### config.mk
export PLATFORM = sky130hd
export DESIGN_NAME = adsd_risc_ctrl_flat
export DESIGN_NICKNAME = d
export VERILOG_FILES = /design/src/rtl/adsd_risc_pkg.sv /design/src/rtl/adsd_risc_ctrl_if.sv /design/src/rtl/adsd_risc_decode.sv /design/src/rtl/adsd_risc_ctrl.sv /design/src/flat_wrapper.sv
export SDC_FILE = /design/constraint.sdc
export NUM_CORES = 1
export LEC_CHECK = 0
export ABC_AREA = 1
export CORE_MARGIN = 2
export CORE_UTILIZATION = 44
export CTS_BUF_LIST = sky130_fd_sc_hd__clkbuf_8
export CTS_CLUSTER_SIZE = 40
export DETAILED_ROUTE_END_ITERATION = 16
export PLACE_DENSITY = 0.81
export RECOVER_POWER = 100
export SLEW_MARGIN = 15
export SYNTH_ARGS = -nofsm -noshare
export SYNTH_HDL_FRONTEND = slang
export SYNTH_HIERARCHICAL = 1
export SYNTH_SLANG_ARGS = --single-unit
### constraint.sdc
create_clock -name clk -period 1.3 [get_ports clk]
set_input_delay 0.26 -clock clk [delete_from_list [all_inputs] [get_ports clk]]
set_output_delay 0.26 -clock clk [all_outputs]
set_load 0.1 [all_outputs]
### src/rtl/adsd_risc_pkg.sv
// Shared types and constants for the ADSD RISC control sequencer.
package adsd_risc_pkg;

   // Opcode map, taken from ir[15:12].
   typedef enum logic [3:0] {
      OP_ADD   = 4'd0,
      OP_SUB   = 4'd1,
      OP_AND   = 4'd2,
      OP_OR    = 4'd3,
      OP_XOR   = 4'd4,
      OP_SLL   = 4'd5,
      OP_SRL   = 4'd6,
      OP_ADDI  = 4'd7,
      OP_LW    = 4'd8,
      OP_SW    = 4'd9,
      OP_BEQ   = 4'd10,
      OP_BLT   = 4'd11,
      OP_JMP   = 4'd12,
      OP_RSV13 = 4'd13,
      OP_RSV14 = 4'd14,
      OP_HALT  = 4'd15
   } opcode_t;

   // ALU operation codes driven on ctrl_aluop.
   localparam logic [3:0] ALU_ADD = 4'd0;
   localparam logic [3:0] ALU_SUB = 4'd1;
   localparam logic [3:0] ALU_AND = 4'd2;
   localparam logic [3:0] ALU_OR  = 4'd3;
   localparam logic [3:0] ALU_XOR = 4'd4;
   localparam logic [3:0] ALU_SLL = 4'd5;
   localparam logic [3:0] ALU_SRL = 4'd6;

   // Sequencer states.
   typedef enum logic [2:0] {
      ST_IDLE   = 3'd0,
      ST_EXEC   = 3'd1,
      ST_MEM    = 3'd2,
      ST_COMMIT = 3'd3,
      ST_HALTED = 3'd4
   } ctrl_state_t;

endpackage

### src/rtl/adsd_risc_ctrl_if.sv
// Control bus between the sequencer and the datapath / host controls.
interface adsd_risc_ctrl_if #(
   parameter int CNT_W = 16
);
   logic             run;
   logic             step;
   logic [3:0]       opcode;
   logic             ctrl_zero;
   logic             ctrl_neg;
   logic             ctrl_ovf;
   logic             pc_ld;
   logic             ctrl_branch;
   logic             ctrl_jump;
   logic             ctrl_i_mem_oe;
   logic             ctrl_rf_rd_sel;
   logic             ctrl_rf_write_en;
   logic             ctrl_alu_in2_sel;
   logic             ctrl_d_mem_cs;
   logic             ctrl_d_mem_rw_;
   logic             ctrl_wdata_sel;
   logic [3:0]       ctrl_aluop;
   logic             halted;
   logic             busy;
   logic             ovf_flag;
   logic             ill_flag;
   logic [CNT_W-1:0] retired;

   // Sequencer side.
   modport slave (
      input  run, step, opcode, ctrl_zero, ctrl_neg, ctrl_ovf,
      output pc_ld, ctrl_branch, ctrl_jump, ctrl_i_mem_oe, ctrl_rf_rd_sel,
             ctrl_rf_write_en, ctrl_alu_in2_sel, ctrl_d_mem_cs, ctrl_d_mem_rw_,
             ctrl_wdata_sel, ctrl_aluop, halted, busy, ovf_flag, ill_flag, retired
   );

   // Datapath / host side.
   modport master (
      output run, step, opcode, ctrl_zero, ctrl_neg, ctrl_ovf,
      input  pc_ld, ctrl_branch, ctrl_jump, ctrl_i_mem_oe, ctrl_rf_rd_sel,
             ctrl_rf_write_en, ctrl_alu_in2_sel, ctrl_d_mem_cs, ctrl_d_mem_rw_,
             ctrl_wdata_sel, ctrl_aluop, halted, busy, ovf_flag, ill_flag, retired
   );
endinterface

### src/rtl/adsd_risc_decode.sv
// Combinational opcode decoder: static per-instruction control bits.
module adsd_risc_decode
   import adsd_risc_pkg::*;
(
   input  logic [3:0] opcode_i,
   output logic       rd_sel_o,
   output logic       alu_in2_sel_o,
   output logic [3:0] aluop_o,
   output logic       wdata_sel_o,
   output logic       writes_rf_o,
   output logic       is_mem_o,
   output logic       is_store_o,
   output logic       is_branch_o,
   output logic       is_jump_o,
   output logic       is_halt_o,
   output logic       illegal_o
);

   // Map each opcode to its static control bits; write data defaults to the ALU.
   always_comb begin
      rd_sel_o      = 1'b0;
      alu_in2_sel_o = 1'b0;
      aluop_o       = ALU_ADD;
      wdata_sel_o   = 1'b1;
      writes_rf_o   = 1'b0;
      is_mem_o      = 1'b0;
      is_store_o    = 1'b0;
      is_branch_o   = 1'b0;
      is_jump_o     = 1'b0;
      is_halt_o     = 1'b0;
      illegal_o     = 1'b0;
      case (opcode_i)
         OP_ADD:  begin rd_sel_o = 1'b1; writes_rf_o = 1'b1; aluop_o = ALU_ADD; end
         OP_SUB:  begin rd_sel_o = 1'b1; writes_rf_o = 1'b1; aluop_o = ALU_SUB; end
         OP_AND:  begin rd_sel_o = 1'b1; writes_rf_o = 1'b1; aluop_o = ALU_AND; end
         OP_OR:   begin rd_sel_o = 1'b1; writes_rf_o = 1'b1; aluop_o = ALU_OR;  end
         OP_XOR:  begin rd_sel_o = 1'b1; writes_rf_o = 1'b1; aluop_o = ALU_XOR; end
         OP_SLL:  begin rd_sel_o = 1'b1; writes_rf_o = 1'b1; aluop_o = ALU_SLL; end
         OP_SRL:  begin rd_sel_o = 1'b1; writes_rf_o = 1'b1; aluop_o = ALU_SRL; end
         OP_ADDI: begin alu_in2_sel_o = 1'b1; writes_rf_o = 1'b1; end
         // Loads take their write data from DMEM rather than the ALU.
         OP_LW:   begin alu_in2_sel_o = 1'b1; writes_rf_o = 1'b1; is_mem_o = 1'b1;
                        wdata_sel_o = 1'b0; end
         OP_SW:   begin alu_in2_sel_o = 1'b1; is_mem_o = 1'b1; is_store_o = 1'b1; end
         OP_BEQ,
         OP_BLT:  begin is_branch_o = 1'b1; aluop_o = ALU_SUB; end
         OP_JMP:  is_jump_o = 1'b1;
         OP_HALT: is_halt_o = 1'b1;
         default: illegal_o = 1'b1;
      endcase
   end

endmodule

### src/rtl/adsd_risc_ctrl.sv
// Multi-cycle control sequencer for the 16-bit ADSD RISC datapath.
module adsd_risc_ctrl
   import adsd_risc_pkg::*;
#(
   parameter int CNT_W       = 16,
   parameter bit TRAP_ON_OVF = 1'b0
) (
   input logic              clk,
   input logic              rst,
   adsd_risc_ctrl_if.slave  bus
);

   ctrl_state_t      state_q, state_d;
   logic             step_mode_q, step_mode_d;
   logic             ovf_q, ovf_d;
   logic             ill_q, ill_d;
   logic [CNT_W-1:0] retired_q, retired_d;

   logic       dec_rd_sel, dec_alu_in2_sel, dec_wdata_sel, dec_writes_rf;
   logic       dec_is_mem, dec_is_store, dec_is_branch, dec_is_jump;
   logic       dec_is_halt, dec_illegal;
   logic [3:0] dec_aluop;

   logic       pc_ld, branch, jump, i_mem_oe, rd_sel, rf_we, alu_in2_sel;
   logic       d_mem_cs, d_mem_rw, wdata_sel, halted, busy;
   logic [3:0] aluop;
   logic       alu_write, br_cond;

   adsd_risc_decode u_decode (
      .opcode_i      (bus.opcode),
      .rd_sel_o      (dec_rd_sel),
      .alu_in2_sel_o (dec_alu_in2_sel),
      .aluop_o       (dec_aluop),
      .wdata_sel_o   (dec_wdata_sel),
      .writes_rf_o   (dec_writes_rf),
      .is_mem_o      (dec_is_mem),
      .is_store_o    (dec_is_store),
      .is_branch_o   (dec_is_branch),
      .is_jump_o     (dec_is_jump),
      .is_halt_o     (dec_is_halt),
      .illegal_o     (dec_illegal)
   );

   // ALU-result writers (opcodes 0-7) are the only ones that can overflow.
   assign alu_write = dec_writes_rf & dec_wdata_sel;
   assign br_cond   = (bus.opcode == OP_BLT) ? bus.ctrl_neg : bus.ctrl_zero;

   // Next-state, strobe generation and flag/counter updates.
   always_comb begin
      state_d     = state_q;
      step_mode_d = step_mode_q;
      ovf_d       = ovf_q;
      ill_d       = ill_q;
      retired_d   = retired_q;
      pc_ld       = 1'b0;
      branch      = 1'b0;
      jump        = 1'b0;
      i_mem_oe    = 1'b0;
      rd_sel      = 1'b0;
      rf_we       = 1'b0;
      alu_in2_sel = 1'b0;
      d_mem_cs    = 1'b0;
      d_mem_rw    = 1'b1;
      wdata_sel   = 1'b0;
      aluop       = ALU_ADD;
      halted      = 1'b0;
      busy        = (state_q == ST_EXEC) || (state_q == ST_MEM) || (state_q == ST_COMMIT);

      // The instruction stays on the bus for its whole lifetime, so the
      // static decode holds from EXEC through COMMIT.
      if (busy) begin
         i_mem_oe    = 1'b1;
         aluop       = dec_aluop;
         rd_sel      = dec_rd_sel;
         alu_in2_sel = dec_alu_in2_sel;
         wdata_sel   = dec_wdata_sel;
      end

      case (state_q)
         ST_IDLE: begin
            // run takes priority, so a simultaneous step means continuous mode.
            if (bus.run || bus.step) begin
               state_d     = ST_EXEC;
               step_mode_d = !bus.run;
            end
         end
         ST_EXEC: begin
            if (dec_is_halt)     state_d = ST_HALTED;
            else if (dec_is_mem) state_d = ST_MEM;
            else                 state_d = ST_COMMIT;
         end
         ST_MEM: begin
            d_mem_cs = 1'b1;
            d_mem_rw = !dec_is_store;
            state_d  = ST_COMMIT;
         end
         ST_COMMIT: begin
            pc_ld     = 1'b1;
            rf_we     = dec_writes_rf;
            // Loads keep the read asserted while the register file captures it.
            if (dec_is_mem && !dec_is_store) d_mem_cs = 1'b1;
            branch    = dec_is_branch & br_cond;
            jump      = dec_is_jump;
            retired_d = retired_q + CNT_W'(1);
            if (alu_write && bus.ctrl_ovf) ovf_d = 1'b1;
            if (dec_illegal)               ill_d = 1'b1;
            if (TRAP_ON_OVF && alu_write && bus.ctrl_ovf) state_d = ST_HALTED;
            else if (step_mode_q || !bus.run)            state_d = ST_IDLE;
            else                                         state_d = ST_EXEC;
         end
         ST_HALTED: halted = 1'b1;
         default:   state_d = ST_IDLE;
      endcase
   end

   // State, mode, sticky flags and retire counter.
   always_ff @(posedge clk or negedge rst) begin
      if (!rst) begin
         state_q     <= ST_IDLE;
         step_mode_q <= 1'b0;
         ovf_q       <= 1'b0;
         ill_q       <= 1'b0;
         retired_q   <= '0;
      end else begin
         state_q     <= state_d;
         step_mode_q <= step_mode_d;
         ovf_q       <= ovf_d;
         ill_q       <= ill_d;
         retired_q   <= retired_d;
      end
   end

   assign bus.pc_ld            = pc_ld;
   assign bus.ctrl_branch      = branch;
   assign bus.ctrl_jump        = jump;
   assign bus.ctrl_i_mem_oe    = i_mem_oe;
   assign bus.ctrl_rf_rd_sel   = rd_sel;
   assign bus.ctrl_rf_write_en = rf_we;
   assign bus.ctrl_alu_in2_sel = alu_in2_sel;
   assign bus.ctrl_d_mem_cs    = d_mem_cs;
   assign bus.ctrl_d_mem_rw_   = d_mem_rw;
   assign bus.ctrl_wdata_sel   = wdata_sel;
   assign bus.ctrl_aluop       = aluop;
   assign bus.halted           = halted;
   assign bus.busy             = busy;
   assign bus.ovf_flag         = ovf_q;
   assign bus.ill_flag         = ill_q;
   assign bus.retired          = retired_q;

endmodule

### src/flat_wrapper.sv
// flat-port wrapper written by rule: the top's interface ports become plain ports
module adsd_risc_ctrl_flat import adsd_risc_pkg::*;
#(
   parameter int CNT_W       = 16,
   parameter bit TRAP_ON_OVF = 1'b0
)
  (clk, rst, bus_run, bus_step, bus_opcode, bus_ctrl_zero, bus_ctrl_neg, bus_ctrl_ovf, bus_pc_ld, bus_ctrl_branch, bus_ctrl_jump, bus_ctrl_i_mem_oe, bus_ctrl_rf_rd_sel, bus_ctrl_rf_write_en, bus_ctrl_alu_in2_sel, bus_ctrl_d_mem_cs, bus_ctrl_d_mem_rw_, bus_ctrl_wdata_sel, bus_ctrl_aluop, bus_halted, bus_busy, bus_ovf_flag, bus_ill_flag, bus_retired);
  adsd_risc_ctrl_if #(.CNT_W(CNT_W)) bus_i ();
  input logic clk;
  input logic rst;
  input wire logic [$bits(bus_i.run)-1:0] bus_run;
  input wire logic [$bits(bus_i.step)-1:0] bus_step;
  input wire logic [$bits(bus_i.opcode)-1:0] bus_opcode;
  input wire logic [$bits(bus_i.ctrl_zero)-1:0] bus_ctrl_zero;
  input wire logic [$bits(bus_i.ctrl_neg)-1:0] bus_ctrl_neg;
  input wire logic [$bits(bus_i.ctrl_ovf)-1:0] bus_ctrl_ovf;
  output wire logic [$bits(bus_i.pc_ld)-1:0] bus_pc_ld;
  output wire logic [$bits(bus_i.ctrl_branch)-1:0] bus_ctrl_branch;
  output wire logic [$bits(bus_i.ctrl_jump)-1:0] bus_ctrl_jump;
  output wire logic [$bits(bus_i.ctrl_i_mem_oe)-1:0] bus_ctrl_i_mem_oe;
  output wire logic [$bits(bus_i.ctrl_rf_rd_sel)-1:0] bus_ctrl_rf_rd_sel;
  output wire logic [$bits(bus_i.ctrl_rf_write_en)-1:0] bus_ctrl_rf_write_en;
  output wire logic [$bits(bus_i.ctrl_alu_in2_sel)-1:0] bus_ctrl_alu_in2_sel;
  output wire logic [$bits(bus_i.ctrl_d_mem_cs)-1:0] bus_ctrl_d_mem_cs;
  output wire logic [$bits(bus_i.ctrl_d_mem_rw_)-1:0] bus_ctrl_d_mem_rw_;
  output wire logic [$bits(bus_i.ctrl_wdata_sel)-1:0] bus_ctrl_wdata_sel;
  output wire logic [$bits(bus_i.ctrl_aluop)-1:0] bus_ctrl_aluop;
  output wire logic [$bits(bus_i.halted)-1:0] bus_halted;
  output wire logic [$bits(bus_i.busy)-1:0] bus_busy;
  output wire logic [$bits(bus_i.ovf_flag)-1:0] bus_ovf_flag;
  output wire logic [$bits(bus_i.ill_flag)-1:0] bus_ill_flag;
  output wire logic [$bits(bus_i.retired)-1:0] bus_retired;
  assign bus_i.run = bus_run;
  assign bus_i.step = bus_step;
  assign bus_i.opcode = bus_opcode;
  assign bus_i.ctrl_zero = bus_ctrl_zero;
  assign bus_i.ctrl_neg = bus_ctrl_neg;
  assign bus_i.ctrl_ovf = bus_ctrl_ovf;
  assign bus_pc_ld = bus_i.pc_ld;
  assign bus_ctrl_branch = bus_i.ctrl_branch;
  assign bus_ctrl_jump = bus_i.ctrl_jump;
  assign bus_ctrl_i_mem_oe = bus_i.ctrl_i_mem_oe;
  assign bus_ctrl_rf_rd_sel = bus_i.ctrl_rf_rd_sel;
  assign bus_ctrl_rf_write_en = bus_i.ctrl_rf_write_en;
  assign bus_ctrl_alu_in2_sel = bus_i.ctrl_alu_in2_sel;
  assign bus_ctrl_d_mem_cs = bus_i.ctrl_d_mem_cs;
  assign bus_ctrl_d_mem_rw_ = bus_i.ctrl_d_mem_rw_;
  assign bus_ctrl_wdata_sel = bus_i.ctrl_wdata_sel;
  assign bus_ctrl_aluop = bus_i.ctrl_aluop;
  assign bus_halted = bus_i.halted;
  assign bus_busy = bus_i.busy;
  assign bus_ovf_flag = bus_i.ovf_flag;
  assign bus_ill_flag = bus_i.ill_flag;
  assign bus_retired = bus_i.retired;
  adsd_risc_ctrl #(.CNT_W(CNT_W), .TRAP_ON_OVF(TRAP_ON_OVF)) u_core (.clk(clk), .rst(rst), .bus(bus_i));
endmodule
==> reports/results.txt, run 1 <==
status -> did not finish
Exit stage -> global routing
Error -> [ERROR DPL-0038] Utilization greater than 100%, impossible to legalize
EDFF count, synth -> 0
largest net degree at the start of global routing -> 23
DP HPWL -> 3940 µm
Synth cell types -> 28
Synth area leader -> dfrtp_1
die width -> 61.7 µm
sequential fraction of the synthesis area -> 37.6%
H-tree Lvls -> 1
CTS Hold Bufs -> 0
CTS Buf Count -> 3
initial core utilization -> 47.2%
root buffer cell -> clkbuf_8
CTS Sinks -> 22
synthesized area -> 0.00147 mm²
GPL Wtd Cong -> 0.865
# rows -> 20
Post-Syn Instances -> 205
number of synthesized register bits -> 22
Worst End Pin Type -> top-level output
top cells by count, synth -> nand2_1 (51), inv_1 (39), nor2_1 (35), dfrtp_1 (22), nand3_1 (8)
top cells by area, synth -> dfrtp_1 (38%), nand2_1 (13%), inv_1 (10%)
I/O Pins -> 45
ys async rst share -> 100%
Die Y -> 61.7 µm
port buffer count -> 43
Mean Syn Cell Area -> 7.15 µm²
Longest Clk Path Bufs -> 2
worst setup endpoint GRT -> bus_ctrl_aluop[2]
Ys Warns -> 6
Synth top area share -> 37.6%
top_reg_cell synth -> dfrtp_1
syn nets -> 217
count leader, synth -> nand2_1
## through the flow
step | cell area (µm²) | setup slack (ps) | instances | hold slack (ps) | setup TNS, ps
global placement | 2740 | -531 | 327 | 476 | -7120
floorplan | 1660 | -840 | 205 | -35.6 | -9370
detailed placement | 2740 | -577 | 327 | 515 | -8880
CTS | 2880 | -432 | 335 | 357 | -7200
## what timing repair did
item                                    CTS
pin swaps                                13
endpoints found under the setup margin   34
setup buffers                             4
gates resized for setup                  30
## logic make-up after synthesis
| kind of cell | share of synthesized area (%) |
|---|---|
| AOI/OAI and AO/OA | 4.27 |
| xor gates and xnor gates | 7.52 |
| adders and majority gates | 0.854 |
| buffers and inverters | 12.0 |
| DFF | 37.6 |
| other | 0.256 |
| and+or+nand+nor | 37.5 |
==> inputs of run 2 (changes only) <==
--- a/config.mk
+++ b/config.mk
@@ -7,11 +7,9 @@
 export LEC_CHECK = 0
 export ABC_AREA = 1
 export CORE_MARGIN = 2
-export CORE_UTILIZATION = 44
-export CTS_BUF_LIST = sky130_fd_sc_hd__clkbuf_8
-export CTS_CLUSTER_SIZE = 40
+export CORE_UTILIZATION = 35
 export DETAILED_ROUTE_END_ITERATION = 16
-export PLACE_DENSITY = 0.81
+export PLACE_DENSITY_LB_ADDON = 0.15
 export RECOVER_POWER = 100
 export SLEW_MARGIN = 15
 export SYNTH_ARGS = -nofsm -noshare
==> constraint.sdc (replaced) <==
create_clock -name clk -period 1.69 [get_ports clk]
set_input_delay 0.338 -clock clk [delete_from_list [all_inputs] [get_ports clk]]
set_output_delay 0.338 -clock clk [all_outputs]
set_load 0.1 [all_outputs]
==> reports/results.txt, run 2 <==
status -> complete, but fails checks
failing checks -> slew limit, setup timing
top_reg_cell synth -> dfrtp_1
GR Util met3 -> 3.08%
# fillers -> 345
Int Pwr -> 0.00192 W
CTS Hold Bufs -> 0 (unchanged)
worst-skew pair later-pin latency -> 260 ps
Cells after DPL -> 316 (-3.4%)
routing usage on met2 -> 26.0%
initial antenna violation count -> 0
met1 usage -> 22.9%
drt first-iter violations -> 106
DR DRC count -> 0
pwr dens -> 1600 mW/mm²
nature of the critical path endpoint -> primary output
area grow syn2layout -> 83.2%
Reg-to-Reg Start -> u_core/bus.retired[1]
mean routed wirelength per cell -> 10.9 µm
layout cell share with drive strength beyond 1 -> 43.3%
IR Drop Worst-Case VDD -> 1290 µV
H-tree Lvls -> 1 (unchanged)
Seq pwr share -> 20.3%
Comb pwr share -> 71.1%
Post-Syn Instances -> 205 (unchanged)
Synth top area share -> 37.6% (unchanged)
port buffer count -> 43 (unchanged)
top cells by area, synth -> dfrtp_1 (38%), nand2_1 (13%), inv_1 (10%)
n_diodes -> 0
fin crit share -> 102%
leading cell type in the layout, fill and taps excluded -> nand2_1
switching power -> 0.00237 W
most frequent cells in the layout -> nand2_1 (47), inv_1 (38), buf_12 (33), buf_4 (19), nor2_1 (19)
number of synthesized register bits -> 22 (unchanged)
Final Hold Slack -> 509 ps
root buffer cell -> clkbuf_8
Pins Over Slew Limit -> 1
CTS Sinks -> 22 (unchanged)
setup tns final -> -57.3 ps
Synth cell types -> 28 (unchanged)
count leader, synth -> nand2_1
CP max stage cell -> dfrtp_2
Crit Path Category -> reg -> out
final net count -> 288
synthesized area -> 0.00147 mm² (unchanged)
area of the die -> 0.00472 mm²
Mean Syn Cell Area -> 7.15 µm² (unchanged)
Initial DRT Pass Iterations -> 6
non-filler cells, final -> 325
clock network fraction of design power -> 8.6%
family with the most delay on the worst path -> flip-flops
normalized max-slew margin -> -14.4%
worst path bufs/invs -> 1
Total GRT Usage -> 16.6%
Max stage delay on crit path -> 450 ps
syn nets -> 217 (unchanged)
DP HPWL -> 2750 µm (-30%)
final setup margin -> -33.3 ps
worst hold endpoint -> u_core/step_mode_q
critical path arrival -> 1390 ps
hold path cells -> 2
first-pass GRT wire length -> 5910 µm
vias per cell -> 4.48
worst r2r path cells -> 7
unrepaired setup endpoints after global routing -> true
DRT Wirelength -> 3540 µm
max_cap viols -> 0
FF-to-FF End -> u_core/bus.retired[10]
CP Launch Type -> flip-flop
Longest Clk Path Bufs -> 2 (unchanged)
gr busiest metal -> met2
CTS tree -> yes
I/O Pins -> 45 (unchanged)
max reg flops -> 16
Placeable Area -> 0.00403 mm²
global route total overflow -> 0
Ys Warns -> 6 (unchanged)
Leakage -> 1.32 nW
Final Setup Violations -> 3
fin area -> 0.00268 mm²
remaining antenna violation count -> 0
Fin. Hold Viols -> 0
die width -> 68.7 µm (+11%)
Sw Ratio -> 55.2%
initial core utilization -> 36.4% (-11 points)
Final min period -> 1720 ps
GPL Wtd Cong -> 0.829 (-4.2%)
largest net degree at the start of global routing -> 23
Clock Skews -> 2.59 ps
Die Y -> 68.7 µm (+11%)
CP most frequent cell -> nand2_4
fmax -> 580 MHz
Synth area leader -> dfrtp_1
WP data required -> 1350 ps
pre-CTS setup slack -> -412 ps (+165 ps)
critical-path cell list -> nand2_4 -> nor2_8 -> nand2_4 -> a211oi_4 -> buf_12
dpl cell area -> 0.00255 mm² (-6.6%)
vias in the first global route -> 1329
Worst Tran Pin Value -> 1710 ps
ys async rst share -> 100% (unchanged)
clock slew at reported path FFs -> 80 ps
FF-to-FF setup slack -> 200 ps
worst hold-check path type -> reg -> reg
hold_sp -> u_core/step_mode_q
sequential fraction of the synthesis area -> 37.6% (unchanged)
top cells by count, synth -> nand2_1 (51), inv_1 (39), nor2_1 (35), dfrtp_1 (22), nand3_1 (8)
EDFF count, synth -> 0 (unchanged)
total number of vias -> 1457
CTS Buf Count -> 3 (unchanged)
# rows -> 23 (+15%)
crit path max fanout -> 5
==> run 2: cell counts after synthesis <==
Identical to the previous run, type by type.
==> run 2: cell families after synthesis <==
group | Yosys count | synth area share [%]
compound gates | 10 | 4.27
xor+xnor | 10 | 7.52
fa+ha+maj | 1 | 0.854
buf+inv | 45 | 12.0
flops | 22 | 37.6
other cells | 1 | 0.256
simple gates | 116 | 37.5
==> run 2: routing by layer <==
| layer | vias up | wire length, µm |
|---|---|---|
| met5 | - | 0 |
| met4 | 0 | 48 |
| met3 | 5 | 167 |
| met2 | 35 | 1710 |
| met1 | 664 | 1610 |
| li1 | 753 | - |
==> run 2: final cells by class <==
| type | count | area, µm² | area share (%) |
|---|---|---|---|
| Timing Repair Buffer | 68 | 937 | 34.9 |
| Inverter | 43 | 166 | 6.20 |
| Clock buffer | 4 | 55.1 | 2.05 |
| Sequential cell | 22 | 571 | 21.3 |
| Tap cell | 50 | 62.6 | 2.33 |
| Multi-Input combinational cell | 138 | 892 | 33.2 |
==> run 2: worst min-delay path, delay by kind of cell (launching register included) <==
family | cells | cell delay (ps)
simple gates | 1 | 50
flops | 1 | 350
compound gates | 1 | 70
==> run 2: what timing repair did <==
| item | 4_1_cts | 5_1_grt |
|---|---|---|
| setup buffers | 3 | 2 |
| gates resized for setup | 23 | 11 |
| pin swaps | 4 | 4 |
| setup endpoints to repair | 13 | 15 |
==> run 2: power groups by stage <==
stage | combinational [W] | clock, W | sequential (W)
floorplan | 0.00148 | 0 | 0.00135
global placement | 0.00296 | 0 | 0.000849
detailed placement | 0.00297 | 0 | 0.000854
CTS | 0.00306 | 0.000387 | 0.000872
global route | 0.00319 | 0.000406 | 0.000894
finish | 0.00305 | 0.000371 | 0.000870
==> run 2: per-stage QoR <==
| stage | utilization [%] | power (W) |
|---|---|---|
| global route | 66.6 | 0.00449 |
| global placement | 63.4 | 0.00381 |
| CTS | 66.5 | 0.00432 |
| floorplan | - | 0.00283 |
| detailed placement | 63.4 | 0.00383 |
| finish | 66.6 | 0.00429 |
==> run 2: how the worst max path moves through the flow <==
stage	from	endpoint	slack, ps	cells after the start
final	u_core/state_q[1]	bus_ctrl_branch	-30	5
after global routing	u_core/state_q[1]	bus_ctrl_branch	-100	5
after CTS	u_core/state_q[1]	bus_ctrl_branch	-40	5
after detailed placement	bus_opcode[2]	bus_ctrl_d_mem_cs	-410	7
after global placement	bus_opcode[2]	bus_ctrl_d_mem_rw_	-370	7
after floorplan	u_core/state_q[1]	bus_ctrl_branch	-530	4
Note: power is estimated with default switching activity, not from simulation.
==> inputs of run 3 (changes only) <==
--- a/config.mk
+++ b/config.mk
@@ -8,6 +8,7 @@
 export ABC_AREA = 1
 export CORE_MARGIN = 2
 export CORE_UTILIZATION = 35
+export CTS_CLUSTER_DIAMETER = 100
 export DETAILED_ROUTE_END_ITERATION = 16
 export PLACE_DENSITY_LB_ADDON = 0.15
 export RECOVER_POWER = 100
==> constraint.sdc (replaced) <==
create_clock -name clk -period 2.08 [get_ports clk]
set_input_delay 0.416 -clock clk [delete_from_list [all_inputs] [get_ports clk]]
set_output_delay 0.416 -clock clk [all_outputs]
set_load 0.1 [all_outputs]
==> reports/results.txt, run 3 (synthesis gave the netlist of run 2 again) <==
dpl cell area -> 0.00221 mm² (-13%)
Total GRT Usage -> 15.0% (-1.6 points)
gr busiest metal -> met2
global route total overflow -> 0 (unchanged)
unrepaired setup endpoints after global routing -> false
Initial DRT Pass Iterations -> 4 (-2)
CP max stage cell -> dfrtp_2
Final min period -> 2000 ps
Clock Skews -> 7.72 ps (+5.13 ps)
area of the die -> 0.00472 mm² (unchanged)
max reg flops -> 16 (unchanged)
initial core utilization -> 36.4% (unchanged)
remaining antenna violation count -> 0 (unchanged)
port buffer count -> 43 (unchanged)
most frequent cells in the layout -> nand2_1 (51), inv_1 (39), nor2_1 (27), clkbuf_2 (20), dfrtp_1 (20)
final net count -> 274 (-4.9%)
CTS tree -> yes
CTS Sinks -> 22 (unchanged)
fin crit share -> 96.0%
Longest Clk Path Bufs -> 2 (unchanged)
status -> complete, but fails checks
# fillers -> 401 (+16%)
DP HPWL -> 2670 µm (-3.0%)
routing usage on met2 -> 22.5% (-3.5 points)
nature of the critical path endpoint -> primary output
Crit Path Category -> reg -> out
normalized max-slew margin -> -14.5% (-0.097 points)
GR Util met3 -> 3.90% (+0.81 points)
n_diodes -> 0 (unchanged)
met1 usage -> 21.6% (-1.3 points)
initial antenna violation count -> 0 (unchanged)
I/O Pins -> 45 (unchanged)
Final Setup Violations -> 0 (-3)
worst path bufs/invs -> 2 (+1)
die width -> 68.7 µm (unchanged)
Reg-to-Reg Start -> u_core/state_q[0]
critical path arrival -> 1580 ps (+190 ps)
worst r2r path cells -> 8 (+1)
CP endpoint -> bus_ctrl_d_mem_cs
final setup margin -> 83.4 ps (+117 ps)
post-layout util -> 52.3% (-14 points)
pre-CTS setup slack -> -178 ps (+234 ps)
crit path max fanout -> 7 (+2)
leading cell type in the layout, fill and taps excluded -> nand2_1
fin area -> 0.00211 mm² (-22%)
WP data required -> 1660 ps (+310 ps)
first-pass GRT wire length -> 5340 µm (-9.7%)
total number of vias -> 1371 (-5.9%)
worst-skew pair later-pin latency -> 260 ps (about the same)
family with the most delay on the worst path -> flip-flops
critical path depth in cells -> 4 (-1)
IR Drop Worst-Case VDD -> 985 µV (-24%)
H-tree Lvls -> 1 (unchanged)
CP startpoint -> u_core/state_q[2]
GPL Wtd Cong -> 0.823 (-0.70%)
total chip power -> 0.00300 W (-30%)
FF-to-FF End -> u_core/bus.retired[14]
Pins Over Slew Limit -> 1 (unchanged)
pwr dens -> 1420 mW/mm² (-11%)
layout cell share with drive strength beyond 1 -> 29.5% (-14 points)
Die Y -> 68.7 µm (unchanged)
Max stage delay on crit path -> 500 ps (+50 ps)
CTS Buf Count -> 3 (unchanged)
vias in the first global route -> 1208 (-9.1%)
CP Launch Type -> flip-flop
Leakage -> 1.10 nW (-17%)
Worst Tran Pin Value -> 1710 ps (+1.45 ps)
FF-to-FF setup slack -> 300 ps (+100 ps)
area grow syn2layout -> 43.7%
mean routed wirelength per cell -> 10.6 µm (-3.0%)
largest net degree at the start of global routing -> 23 (unchanged)
DR DRC count -> 0 (unchanged)
Fin. Hold Viols -> 0 (unchanged)
vias per cell -> 4.41 (-1.7%)
drt first-iter violations -> 60 (-43%)
clock slew at reported path FFs -> 80 ps (about the same)
worst hold-check path type -> reg -> reg
# rows -> 23 (unchanged)
fmax -> 501 MHz
critical-path cell list -> inv_2 -> nand3_4 -> o31ai_4 -> buf_6
root buffer cell -> clkbuf_8
failing checks -> slew limit
Final Hold Slack -> 460 ps (-49.4 ps)
max_cap viols -> 0 (unchanged)
DRT Wirelength -> 3280 µm (-7.2%)
Placeable Area -> 0.00403 mm² (unchanged)
==> run 3: layer usage <==
layer / wire, µm / part of all wire, %
met5: 0 / 0
met4: 41 / 1.2
met3: 155 / 4.7
met2: 1450 / 44
met1: 1630 / 50
==> run 3: how the worst min path moves through the flow <==
stage                   startpoint                   to  slack [ps]  cells after the start
6_report       u_core/bus.ill_flag  u_core/bus.ill_flag         460                      1
3_5_place_dp   u_core/bus.ill_flag  u_core/bus.ill_flag         450                      1
4_1_cts        u_core/bus.ill_flag  u_core/bus.ill_flag         470                      1
3_3_place_gp   u_core/bus.ill_flag  u_core/bus.ill_flag         440                      1
5_1_grt        u_core/bus.ill_flag  u_core/bus.ill_flag         480                      1
2_1_floorplan                  rst  u_core/bus.ill_flag         120                      0
==> run 3: power breakdown <==
part | switching (W) | internal (W)
registers | 0.000126 | 0.000525
logic | 0.00151 | 0.000448
clock network | 0.000134 | 0.000257
==> run 3: per-stage QoR <==
step	setup TNS, ps	cells
finish	0	311
global placement	-663	307
detailed placement	-865	307
CTS	-0.556	311
global route	0	311
floorplan	-1770	205
==> run 3: area by class of cell <==
| class | instances | area [µm²] | share of cell area, % |
|---|---|---|---|
| clock buffer | 3 | 41.3 | 1.96 |
| clock inverter | 1 | 30.0 | 1.43 |
| inverter | 43 | 164 | 7.78 |
| multi-input combinational | 138 | 781 | 37.1 |
| sequential | 22 | 553 | 26.3 |
| tap | 50 | 62.6 | 2.97 |
| timing repair buffer | 54 | 474 | 22.5 |
==> run 3: repair_timing <==
action                     CTS  global route
hold buffers                 0             0
setup endpoints to repair    7             8
pin swaps                    4             0
setup buffers                0             0
resized for setup            5             9
gates cloned                 0             0
==> run 3: worst reg2reg max path, delay by kind of cell, from the launching register on <==
family        cells  cell delay, ps
buf+inv           2             200
flops             1             470
simple gates      6            1000
